File: src/rtl/greenstyle_lfsr_pkg.sv
// Shared definitions for the LFSR pattern generator and PRBS checker:
// mode encodings, per-mode order and tap masks, checker FSM states.
package greenstyle_lfsr_pkg;

  localparam logic [1:0] MODE_PRBS7  = 2'b00;
  localparam logic [1:0] MODE_PRBS9  = 2'b01;
  localparam logic [1:0] MODE_PRBS15 = 2'b10;
  localparam logic [1:0] MODE_LFSR8  = 2'b11;

  // Tap masks over the history register s[14:0] (s[0] = newest bit).
  localparam logic [14:0] TAPS_PRBS7  = 15'h0060;  // s[6]^s[5]
  localparam logic [14:0] TAPS_PRBS9  = 15'h0110;  // s[8]^s[4]
  localparam logic [14:0] TAPS_PRBS15 = 15'h6000;  // s[14]^s[13]
  localparam logic [14:0] TAPS_LFSR8  = 15'h00B8;  // s[7]^s[5]^s[4]^s[3]

  localparam logic [3:0] ORDER_PRBS7  = 4'd7;
  localparam logic [3:0] ORDER_PRBS9  = 4'd9;
  localparam logic [3:0] ORDER_PRBS15 = 4'd15;
  localparam logic [3:0] ORDER_LFSR8  = 4'd8;

  // Consecutive verifying matches needed to declare lock.
  localparam logic [4:0] LOCK_MATCHES = 5'd16;
  // Consecutive misses in lock that drop back to seeding.
  localparam int unsigned LOSS_MISSES = 4;

  typedef enum logic [1:0] {
    ST_SEED   = 2'd0,
    ST_VERIFY = 2'd1,
    ST_LOCK   = 2'd2
  } chk_state_e;

  function automatic logic [14:0] mode_taps(input logic [1:0] m);
    logic [14:0] t;
    unique case (m)
      MODE_PRBS7:  t = TAPS_PRBS7;
      MODE_PRBS9:  t = TAPS_PRBS9;
      MODE_PRBS15: t = TAPS_PRBS15;
      default:     t = TAPS_LFSR8;
    endcase
    return t;
  endfunction

  function automatic logic [3:0] mode_order(input logic [1:0] m);
    logic [3:0] o;
    unique case (m)
      MODE_PRBS7:  o = ORDER_PRBS7;
      MODE_PRBS9:  o = ORDER_PRBS9;
      MODE_PRBS15: o = ORDER_PRBS15;
      default:     o = ORDER_LFSR8;
    endcase
    return o;
  endfunction

  // Mask selecting the low 'ord' bits of the history register.
  function automatic logic [14:0] order_mask(input logic [3:0] ord);
    logic [15:0] m;
    m = (16'd1 << ord) - 16'd1;
    return m[14:0];
  endfunction

endpackage

File: src/rtl/greenstyle_lfsr_predict.sv
// Combinational next-bit predictor: XOR of the mode's taps over the
// history register, plus the mode's register order.
module greenstyle_lfsr_predict
  import greenstyle_lfsr_pkg::*;
(
  input  logic [14:0] s,
  input  logic [1:0]  mode,
  output logic        p,
  output logic [3:0]  order
);

  // Prediction and order lookup for the selected polynomial.
  always_comb begin
    p     = ^(s & mode_taps(mode));
    order = mode_order(mode);
  end

endmodule

File: config.mk
export PLATFORM = sky130hd
export DESIGN_NAME = greenstyle_lfsr_predict
export DESIGN_NICKNAME = d
export VERILOG_FILES = /design/src/rtl/greenstyle_lfsr_pkg.sv /design/src/rtl/greenstyle_lfsr_predict.sv
export SDC_FILE = /design/constraint.sdc
export NUM_CORES = 1
export LEC_CHECK = 0
export CAP_MARGIN = 15
export CORE_AREA = 2 2 39 41
export DETAILED_ROUTE_END_ITERATION = 10
export DIE_AREA = 0 0 41 43
export PLACE_DENSITY_LB_ADDON = 0.15
export SLEW_MARGIN = 25
export SYNTH_ARGS = -nofsm -noshare
export SYNTH_HDL_FRONTEND = slang
export SYNTH_SLANG_ARGS = --single-unit
File: constraint.sdc
create_clock -name vclk -period 1.41
set_input_delay 0.2115 -clock vclk [all_inputs]
set_output_delay 0.2115 -clock vclk [all_outputs]
set_load 0.01 [all_outputs]
==> Word-level counts from Yosys, hierarchy flattened <==
Index checks and enable logic that the tools add are counted.
{ "word_totals": {"input_bits": 17, "regBits": 0, "output_inout_bits": 5, "wordCells": 7} }
{ "op_classes": {"reduce_logical": 2, "eq_ne": 2, "mux": 2, "bitwise_logic": 1} }
{ "op_table": {"columns": ["operator", "count"], "rows": [
  ["15-bit case mux with 3 select lines", 1],
  ["15-bit AND", 1],
  ["15-bit parity", 1],
  ["4-bit case mux with 3 select lines", 1],
  ["2-bit by 1-bit == test with 1-bit output (second input constant)", 1],
  ["2-bit == test (second input constant)", 1],
  ["2-bit zero test", 1]
]} }

==> Logic depth before layout (Yosys ltp) <==
{ "logic_depth": {"ltp_word": 4, "depth_mapped": 6, "ltp_nobuf": 6} }

==> Least setup slack after synthesis <==
OpenSTA, ideal clock, no wires.
{ "synth_timing": {"path_kind": "input-to-output", "start": "input port mode[0]", "end": "output port p", "path_stages": 5, "required_ps": 1199, "slack_ps": -81, "arrival_time_ps": 1279, "path_buffers": 0, "cell_sequence": "ha_1 inv_1 o2111a_1 a311o_1 xnor2_1"} }
{ "synth_via": {"elab_chain_cells": 4, "elab_cells_between_ends": 6, "cone_classes": "eq/ne (2); mux (1); bitwise (1); reduce/logical (2)"} }
{ "synth_rtl": {"columns": ["item", "line", "rtl"], "rows": [
  ["start: declaration", "greenstyle_lfsr_predict.sv:7", "input logic [1:0] mode,"],
  ["2-bit == test (tied with other cells)", "greenstyle_lfsr_pkg.sv:34", "unique case (m)"],
  ["15-bit case mux with 3 select lines (*)", "greenstyle_lfsr_pkg.sv:34", null],
  ["15-bit AND (*)", "greenstyle_lfsr_predict.sv:14", "p = ^(s & mode_taps(mode));"],
  ["15-bit parity (*)", "greenstyle_lfsr_predict.sv:14", null],
  ["end: declaration", "greenstyle_lfsr_predict.sv:8", "output logic p,"]
]} }
Mark *: on every way between the ends. The rest lies on a longest branch, timed or not.

==> Worst setup path after layout <==
Ends and elaborated chain as after synthesis.

==> flow_summary_export.csv <==
group,metric,value,unit
run_status,status,"finished, violations left",
run_status,violations,"setup timing",
flow_run,maxCapViolCount,0,
drt,drt_iter0_markers,1,
global_routing,antenna_found_initial,0,
cts,post-cts-setup-buffer-count,0,
yosys,synth_area_per_cell,7.64,um2
sta,rsz0062_at_grt,"true",
critical_path,crit_family,"compound AO/OA/AOI/OAI gates",
die,start_util,15.5,%
critical_path,crit_end,"p",
final_layout,diodes,0,
die,coreArea,1380,um2
critical_path,startpoint,"mode[0]",
critical_path,arrival,1.32,ns
critical_path,slowest_delay,0.35,ns
die,num_rows,14,
die,die_area,1760,um2
min_path,hold_class,"in -> out",
cts,cts_hold_buf,0,
yosys,synthesis.nets,50,
placed_design,pre_cts_ws,-1.11,ns
global_routing,track_usage,6.61,%
drt,drtPass1Iterations,2,
yosys,synth_cell_types,14,
final_layout,n_sequential_cell,0,
power_and_ir_drop,leakagePower,0.244,nW
die,die_x,41,um
critical_path,cp-end-kind,"primary output",
drt,wl,583,um
yosys,synth_cells,28,
final_layout,area_growth,144,%
final_layout,layout-drive-gt1-share,61.7,%
sta,worst_slack,-0.124,ns
die,io_pins,22,
sta,worst_pin_slew,0.170,ns
drt,drcViolationCount,0,
global_routing,grt_pass1_wl,876,um
min_path,worstHoldStart,"mode[0]",
final_layout,fin_area,523,um2
critical_path,start_kind,"input port",
placed_design,place_hpwl,466,um
critical_path,crit_slowest_cell,"a311o_1",
critical_path,setup.worst_path.class,"in -> out",
sta,finalSetupTns,-0.124,ns
global_routing,grt_overflow_total,0,
power_and_ir_drop,vdd_drop_max,0.121,mV
sta,period_share,109,%
global_routing,grt_max_degree,4,
sta,drv_slew,0,
yosys,seq_area_frac_synth,0,%
critical_path,worst-path-buf-inv,3,
placed_design,gp_congestion,0.644,
final_layout,seq_area,0,um2
critical_path,worstPathMaxFanout,3,
critical_path,path_depth,8,
power_and_ir_drop,power_density,324,nW/um2
die,die_y,43,um
placed_design,port_buffers,15,
yosys,yosysWarningCount,0,
drt,detail-route-antenna-nets,0,
sta,whs,0.897,ns
placed_design,dpl_cell_area,422,um2
final_layout,n_fill_cell,136,
drt,viasPerCell,3.97,
sta,fmax,0.652,GHz
sta,period_needed,1.53,ns
critical_path,path_cells,"buf_8 > buf_6 > ha_4 > nand3_2 > a211oi_2 > a311o_1 > xnor2_2 > buf_2",
sta,hold_violations,0,
yosys,syn_area,214,um2
final_layout,nets,71,
drt,num_vias,250,
sta,max_slew_margin,88.6,%
final_layout,nClkBuffers,0,
drt,wl_per_cell,9.25,um
sta,finalSetupViolCount,1,
global_routing,grt_pass1_vias,226,
critical_path,worstPathRequired,1.20,ns
area by class of cell:
type	instances	area (um2)	area share (%)
Tap cell	16	20.0	3.83
Inverter	5	23.8	4.55
Timing Repair Buffer	20	174	33.3
Multi-Input combinational cell	22	305	58.4
routing by layer:
layer	vias up	part of all wire [%]	wire length, um	GRT usage (%)
met5	-	0	0	0
met4	0	0	0	0
met3	0	6.7	39	0
met2	8	56	326	13.1
met1	116	37	217	7.64
li1	126	-	-	-
placed cells by master, fill, tap and decap left out, drive strengths merged:
cell / Yosys / final
buf: 1 / 12
ha: 5 / 5
inv: 5 / 5
xnor2: 5 / 5
dlymetal6s2s: 0 / 3
nand2: 3 / 3
clkdlybuf4s50: 0 / 2
nor2: 2 / 2
or2: 1 / 1
o2111a: 1 / 1
nand3: 1 / 1
a211oi: 1 / 1
a311o: 1 / 1
nand2b: 1 / 1
xor2: 1 / 1
dlygate4sd2: 0 / 1
clkdlybuf4s15: 0 / 1
clkbuf: 0 / 1
per-stage QoR:
step | utilization [%] | instances | power, mW
after floorplan | - | 28 | 0.0700
after global placement | 30.5 | 63 | 0.145
after detailed placement | 30.5 | 63 | 0.146
after CTS | 30.1 | 63 | 0.139
after global routing | 37.8 | 63 | 0.184
final | 37.8 | 63 | 0.169
power by group:
group	switching [mW]	leakage, nW	total (mW)	internal [mW]
combinational	0.0717	0.244	0.169	0.0977
clock	0	0	0	0
sequential	0	0	0	0
total	0.0717	0.244	0.169	0.0977
cells in the mapped netlist:
cell      number  area share [%]
ha_1           5              29
buf_4          1             3.5
a311o_1        1             4.7
nand2_1        3             5.3
a211oi_1       1             3.5
xnor2_1        4              16
inv_1          5             8.8
nand2b_1       1             2.9
o2111a_1       1             5.3
nand3_1        1             2.3
nor2_1         2             3.5
xnor2_2        1             7.6
xor2_1         1             4.1
or2_1          1             2.9
cells by family after synthesis:
kind of cell | after synthesis | synth area share (%)
AND/OR/NAND/NOR | 8 | 17.0
AO/OA/AOI/OAI | 3 | 13.5
buffers and inverters | 6 | 12.3
XOR/XNOR | 6 | 28.1
adder cells (fa/ha/maj) | 5 | 29.2
worst min-delay path by stage:
stage	end	slack (ns)	cells past startpoint
finish	order[2]	0.90	5
CTS	p	1.14	6
detailed placement	order[3]	1.60	5
global route	order[2]	0.93	5
global placement	order[3]	1.60	5
floorplan	order[0]	0.65	2
what timing repair did:
action                     4_1_cts  5_1_grt
pin swaps                        6       12
setup endpoints to repair        5        4
gates resized for setup         39       24
No activity file was read; power rests on OpenSTA's default activity.
